--- config.mk ---
export PLATFORM = sky130hd
export DESIGN_NAME = key_debouncer_flat
export DESIGN_NICKNAME = d
export VERILOG_FILES = /design/src/rtl/key_pkg.sv /design/src/rtl/key_debouncer_if.sv /design/src/rtl/key_debounce_bit.sv /design/src/rtl/key_debouncer.sv /design/src/flat_wrapper.sv
export SDC_FILE = /design/constraint.sdc
export NUM_CORES = 1
export LEC_CHECK = 0
export CAP_MARGIN = 30
export CELL_PAD_IN_SITES_DETAIL_PLACEMENT = 1
export CELL_PAD_IN_SITES_GLOBAL_PLACEMENT = 1
export CORE_ASPECT_RATIO = 1.5
export CORE_MARGIN = 1
export CORE_UTILIZATION = 39
export CTS_CLUSTER_SIZE = 40
export DETAILED_ROUTE_END_ITERATION = 7
export PLACE_DENSITY_LB_ADDON = 0.08
export RECOVER_POWER = 100
export SETUP_SLACK_MARGIN = 0.02
export SLEW_MARGIN = 20
export SYNTH_ARGS = -nofsm -noshare
export SYNTH_HDL_FRONTEND = slang
export SYNTH_SLANG_ARGS = --single-unit
--- constraint.sdc ---
create_clock -name clock -period 2.45 [get_ports clock]
set_input_delay 0.3675 -clock clock [delete_from_list [all_inputs] [get_ports clock]]
set_output_delay 0.3675 -clock clock [all_outputs]
set_load 0.02 [all_outputs]
--- src/rtl/key_pkg.sv ---
// key_debouncer shared definitions.
// Raw key polarity and default block sizing.
package key_pkg;

  // Raw button polarity as seen on the key pins.
  localparam logic KEY_PRESSED  = 1'b0;
  localparam logic KEY_RELEASED = 1'b1;

  // Default bank width and qualification time
  // (20 ms at 400 MHz).
  localparam int DEF_NUM_KEYS        = 4;
  localparam int DEF_DEBOUNCE_CYCLES = 8000000;

endpackage

--- src/rtl/key_debouncer_if.sv ---
// key_debouncer key bank bundle.
// key: raw active-low buttons; keyVal: clean active-high levels.
interface key_debouncer_if
  import key_pkg::*;
#(
  parameter int NUM_KEYS = DEF_NUM_KEYS
);

  logic [NUM_KEYS-1:0] key;
  logic [NUM_KEYS-1:0] keyVal;

  // master: button side / consumer of clean levels.
  modport master (
    output key,
    input  keyVal
  );

  // slave: the debouncer itself.
  modport slave (
    input  key,
    output keyVal
  );

endinterface

--- src/rtl/key_debounce_bit.sv ---
// key_debounce_bit: one key channel -- 2-flop sync, stability counter, stable level.
// Ports: clock, reset (sync, active-low), key_raw (async raw key), stable (raw polarity).
module key_debounce_bit
  import key_pkg::*;
#(
  parameter int DEBOUNCE_CYCLES = DEF_DEBOUNCE_CYCLES,
  parameter int CNT_W = $clog2(DEBOUNCE_CYCLES + 1)
) (
  input  logic clock,
  input  logic reset,
  input  logic key_raw,
  output logic stable
);

  localparam logic [CNT_W-1:0] CNT_LAST =
    CNT_W'(DEBOUNCE_CYCLES - 1);

  logic             s1;
  logic             s2;
  logic [CNT_W-1:0] cnt;

  always_ff @(posedge clock) begin
    if (!reset) begin
      s1     <= KEY_RELEASED;
      s2     <= KEY_RELEASED;
      stable <= KEY_RELEASED;
      cnt    <= '0;
    end else begin
      s1 <= key_raw;
      s2 <= s1;
      // Any return to the accepted level throws
      // away the partial count; the commit edge
      // clears it too, so cnt never wraps.
      if (s2 == stable) begin
        cnt <= '0;
      end else if (cnt == CNT_LAST) begin
        stable <= s2;
        cnt    <= '0;
      end else begin
        cnt <= cnt + CNT_W'(1);
      end
    end
  end

endmodule

--- src/rtl/key_debouncer.sv ---
// key_debouncer: bank of independent key debouncers.
// Ports: clock, reset (sync, active-low), kb.key (raw, 0=pressed), kb.keyVal (1=pressed).
module key_debouncer
  import key_pkg::*;
#(
  parameter int NUM_KEYS        = DEF_NUM_KEYS,
  parameter int DEBOUNCE_CYCLES = DEF_DEBOUNCE_CYCLES,
  localparam int CNT_W = $clog2(DEBOUNCE_CYCLES + 1)
) (
  input  logic            clock,
  input  logic            reset,
  key_debouncer_if.slave  kb
);

  logic [NUM_KEYS-1:0] stable;

  for (genvar i = 0; i < NUM_KEYS; i++) begin : g_key
    key_debounce_bit #(
      .DEBOUNCE_CYCLES (DEBOUNCE_CYCLES),
      .CNT_W           (CNT_W)
    ) u_bit (
      .clock   (clock),
      .reset   (reset),
      .key_raw (kb.key[i]),
      .stable  (stable[i])
    );

    // Pure decode of a flop: no path from key.
    assign kb.keyVal[i] = (stable[i] == KEY_PRESSED);
  end

endmodule

--- src/flat_wrapper.sv ---
// flat-port wrapper written by rule: the top's interface ports become plain ports
module key_debouncer_flat import key_pkg::*;
#(
  parameter int NUM_KEYS        = DEF_NUM_KEYS,
  parameter int DEBOUNCE_CYCLES = DEF_DEBOUNCE_CYCLES,
  localparam int CNT_W = $clog2(DEBOUNCE_CYCLES + 1)
)
  (clock, reset, kb_key, kb_keyVal);
  key_debouncer_if #(.NUM_KEYS(NUM_KEYS)) kb_i ();
  input  logic clock;
  input  logic reset;
  input wire logic [$bits(kb_i.key)-1:0] kb_key;
  output wire logic [$bits(kb_i.keyVal)-1:0] kb_keyVal;
  assign kb_i.key = kb_key;
  assign kb_keyVal = kb_i.keyVal;
  key_debouncer #(.NUM_KEYS(NUM_KEYS), .DEBOUNCE_CYCLES(DEBOUNCE_CYCLES)) u_core (.clock(clock), .reset(reset), .kb(kb_i));
endmodule
==> Word level (Yosys, flattened, before mapping) <==
Cells that the tools add are included.
{ "word_totals": {"reg_bits": 104, "inputBits": 6, "output_inout_bits": 4, "elab_cells": 45} }
{ "classes": {"bitwise_logic": 9, "reduce_logical": 8, "n_eq_ne": 8, "add_sub_neg": 4} }
{ "op_table": {"columns": ["operator", "count"], "rows": [
  ["adder 23 x 1 -> 23 bit (second input constant)", 4],
  ["equality test 23 bit (second input constant)", 4],
  ["OR reduction 3 bit", 4],
  ["NOT 1 bit", 9],
  ["AND reduction 2 bit", 4],
  ["equality test 1 bit", 4]
]} }

==> Depth between registers and ports, before layout <==
{ "logic_depth": {"word_depth": 3, "ltp_mapped": 7, "ltp_nobuf": 5} }

==> Cells and area by module <==
A second synthesis with hierarchy kept.
{ "unflattened": {"hier_cells": 524, "hier_area_um2": 4749.6} }
{ "by_module_without_submodules": {"columns": ["module", "cells_per_inst", "seq_area_each_um2", "n_inst", "area_per_inst_um2"], "rows": [
  ["key_debounce_bit", 130, 520.5, 4, 1183.6],
  ["key_debouncer", 4, 0.0, 1, 15.0]
]} }

==> Worst setup path after synthesis <==
Ideal clock, no wire load.
{ "synth_timing": {"path_kind": "register to register", "startpoint": "register u_core.g_key[1].u_bit.cnt[15]", "endpoint": "register u_core.g_key[1].u_bit.cnt[19]", "setup_ps": 130, "arrival_ps": 1775, "path_buffers": 1, "t_required_ps": 2320, "setup_slack_ps": 545, "path_stages_with_launch": 6, "synth_period_minus_slack_ps": 1905, "cell_sequence": "dfxtp_1 -> or4b_1 -> or4_1 -> o21bai_2 -> buf_2 -> a21oi_1"} }
{ "synth_between": {"elab_chain_len": 2, "word_cells_on_any_way": 3, "classes_between": "1 x add/sub; 1 x eq/ne; 1 x reduce/logical"} }
{ "synth_rtl": {"columns": ["item", "line", "rtl"], "rows": [
  ["from (decl)", "key_debounce_bit.sv:20", "logic [CNT_W-1:0] cnt;"],
  ["from (signal assigned)", "key_debounce_bit.sv:40", "cnt <= cnt + CNT_W'(1);"],
  ["parallel branches: the longest is 2 deep, another holds adder 23 x 1 -> 23 bit", null, null]
]} }
Parallel ways; which one is timed is not known.
A chain may end at the register's enable or synchronous reset.

==> Worst setup path after layout <==
{ "layout_timing": {"startpoint": "register u_core.g_key[0].u_bit.cnt[5]", "endpoint": "register u_core.g_key[0].u_bit.cnt[21]"} }
{ "layout_between": {"elab_chain_len": 2, "word_cells_on_any_way": 3, "classes_between": "1 x add/sub; 1 x eq/ne; 1 x reduce/logical"} }
{ "layout_rtl": {"columns": ["item", "line"], "rows": [
  ["from (decl)", "key_debounce_bit.sv:20"],
  ["from (signal assigned)", "key_debounce_bit.sv:40"],
  ["parallel branches: the longest is 2 deep, another holds adder 23 x 1 -> 23 bit", null]
]} }
Parallel ways; which one is timed is not known.

==> impl_metrics.json <==
{
  "status": "finished, final reports clean",
  "max_stage_delay_ps": 740,
  "switching_share_pct": 21.7,
  "cts_buffers": 9,
  "tightest_slew_ps": 477,
  "syn_area_per_cell_um2": 8.73,
  "cts_tree": "yes",
  "htree_levels": 3,
  "drt-initial-drc-count": 68,
  "cellLeakagePower_nw": 1.60,
  "netlist_area_um2": 4640,
  "drc": 0,
  "syn_to_final_growth_pct": 11.9,
  "netlist_instances": 531,
  "post_cts_resized": 0,
  "hold_viol": 0,
  "whs_ps": 413,
  "port_buffers": 9,
  "antennaDiodeCount": 0,
  "dr.pass1.iters": 4,
  "crit_path_start_kind": "flop",
  "clkPwrFrac_pct": 45.9,
  "initial_utilization_pct": 40.2,
  "wl_per_cell_um": 14.7,
  "cp.buffers_inverters": 0,
  "critPathTopFamily": "simple AND/OR/NAND/NOR gates",
  "ys_types": 41,
  "drtAntennaViolNets": 0,
  "criticalPathCategory": "flop to flop",
  "num-fill-cells": 1391,
  "rsz0062_at_grt": "false",
  "cts-root-buf": "clkbuf_16",
  "dieWidth_um": 91.0,
  "vdd_drop_max_mv": 0.408,
  "slew_viol_final": 0,
  "design.core.area_um2": 11500,
  "post_cts_buffers": 0,
  "grt_pass1_vias": 3851,
  "slowest_stage": "or4_1",
  "cts_sinks": 104,
  "cts_buffer_depth": 2,
  "rows": 48,
  "syn_nets": 541,
  "die_y_um": 136,
  "p_int_mw": 2.52,
  "design.die.area_um2": 12300,
  "ioPinCount": 10,
  "synth_seq_cells": 104,
  "fin_nets": 550,
  "grt_pass1_wl_um": 17800,
  "pwr-share-comb_pct": 1.2,
  "ys_seq_area_share_pct": 44.9,
  "regArea_um2": 2080,
  "multiInputGateArea_um2": 2400,
  "post-route-period-util_pct": 87.6,
  "drv_cap": 0,
  "finalWirelength_um": 10200,
  "crit_fanout": 7,
  "avgViaCountPerCell": 5.46,
  "setup_viol_count_final": 0,
  "num_vias": 3794,
  "p_sw_mw": 0.697,
  "cellPowerDensity_nw_per_um2": 619,
  "post_cts_hold_buffer_count": 0,
  "setup-tns-final_ps": 0,
  "cp.arrival_ps": 2420,
  "finalClockSkew_ps": 8.44,
  "path_cells": "nand4_1 > or4_1 > or4_1 > a21oi_1",
  "antenna_found_initial": 0,
  "r2r_slack_ps": 300,
  "grt_overflow": 0,
  "pwr-share-seq_pct": 52.9,
  "insertion_delay_ps": 340,
  "fmax_ghz": 0.466,
  "layout-drive-gt1-share_pct": 6.06,
  "grt_max_degree": 24,
  "end_kind": "flop",
  "cpMostUsedCell": "or4_1",
  "grt_use_total_pct": 17.7,
  "yosys_warnings": 0,
  "clk_pin_slew_ps": 80,
  "slew_headroom_pct": 68.2,
  "dp_hpwl_um": 7280,
  "fin_crit_ps": 2150,
  "required_ps": 2720,
  "gp_congestion": 0.762,
  "min_path_type": "flop to flop"
}
==> cells in the final DEF (no fill, tap or decap), types with 3 or more instances in the layout <==
cell type,count
and3_1,9
or3b_2,3
dlygate4sd3_1,5
clkbuf_16,9
buf_4,5
nor4_1,9
ha_1,4
nor3_1,5
dfxtp_1,104
a21oi_1,30
nand3_1,36
o31ai_1,11
and4_1,14
and2_1,4
clkinv_4,3
nand2b_1,8
xor2_1,38
xnor2_1,20
nand4_1,34
or4_1,15
o211ai_1,3
o21ai_0,20
or3_1,16
inv_1,15
clkdlybuf4s50_1,4
nand2_1,30
nor2_1,65
==> power by group through the flow <==
stage / sequential (mW) / combinational, mW / clock (mW)
floorplan: 1.74 / 0.0227 / 0
finish: 1.70 / 0.0383 / 1.48
global route: 1.70 / 0.0428 / 1.59
CTS: 1.70 / 0.0411 / 1.52
detailed placement: 1.74 / 0.0411 / 0
global placement: 1.74 / 0.0405 / 0
==> metal layers <==
metal / global-route usage (%) / up-vias / part of all wire, %
li1: - / 1926 / -
met1: 20.0 / 1843 / 45
met2: 33.9 / 15 / 52
met3: 2.53 / 10 / 1.3
met4: 5.82 / 0 / 1.2
met5: 0 / - / 0
==> Yosys cell counts, drive strengths merged <==
library cell,instances,area (um2)
o21ai,20,100
a21oi,30,150
nor4bb,1,10.0
or4bb,1,11.3
ha,4,50.1
or4,15,113
nor4,9,56.3
o311ai,1,8.76
or3b,3,26.3
nand3,36,180
and3,10,63.8
o41ai,2,17.5
or3,17,108
nor4b,1,8.76
nand4,34,219
dfxtp,104,2080
or4b,3,30.0
nor2b,2,12.5
nand2b,8,50.1
nand3b,2,15.0
xnor2,20,175
xor2,38,333
nor2,65,244
buf,8,50.0
inv,15,56.3
o31ai,11,82.6
nand2,30,113
o21bai,2,22.5
clkbuf,12,45.0
o211ai,3,22.5
and2,4,25.0
and4,15,133
nor3,5,25.0
==> registers in the layout (all words and copies together), names as in the netlist <==
signal                     count
u_core.g_key.u_bit.stable      4
u_core.g_key.u_bit.s1          4
u_core.g_key.u_bit.cnt        92
u_core.g_key.u_bit.s2          4
==> metrics by stage <==
step	instance area, um2	std cells	util, %	worst slack (ps)	power (mW)
2_1_floorplan	4640	531	-	545	1.76
3_3_place_gp	4900	679	42.5	400	1.78
3_5_place_dp	4900	679	42.5	336	1.78
4_1_cts	5200	695	45.1	323	3.27
5_1_grt	5190	695	45.0	168	3.33
6_report	5190	695	45.0	304	3.21
==> final timing paths <==
check | from | endpoint | depth (start not counted)
max | u_core.g_key[0].u_bit.cnt[5] | u_core.g_key[0].u_bit.cnt[21] | 4
min | u_core.g_key[1].u_bit.s1 | u_core.g_key[1].u_bit.s2 | 1
min reg2reg | u_core.g_key[1].u_bit.s1 | u_core.g_key[1].u_bit.s2 | 1
max reg2reg | u_core.g_key[0].u_bit.cnt[5] | u_core.g_key[0].u_bit.cnt[21] | 4
==> logic make-up after synthesis <==
family	share of synthesized area [%]
AOI/OAI and AO/OA	8.71
and+or+nand+nor	31.1
buffers and inverters	3.26
adders and majority gates	1.08
xor gates and xnor gates	11.0
DFF	44.9
==> final cells by class <==
| cell class | instances | share of cell area [%] |
|---|---|---|
| Clock inverter | 7 | 1.52 |
| Sequential cell | 104 | 40.1 |
| Tap cell | 150 | 3.62 |
| Multi-Input combinational cell | 392 | 46.2 |
| Clock buffer | 9 | 4.34 |
| Timing Repair Buffer | 18 | 3.11 |
| Inverter | 15 | 1.08 |
No activity file was read; power rests on OpenSTA's default activity.
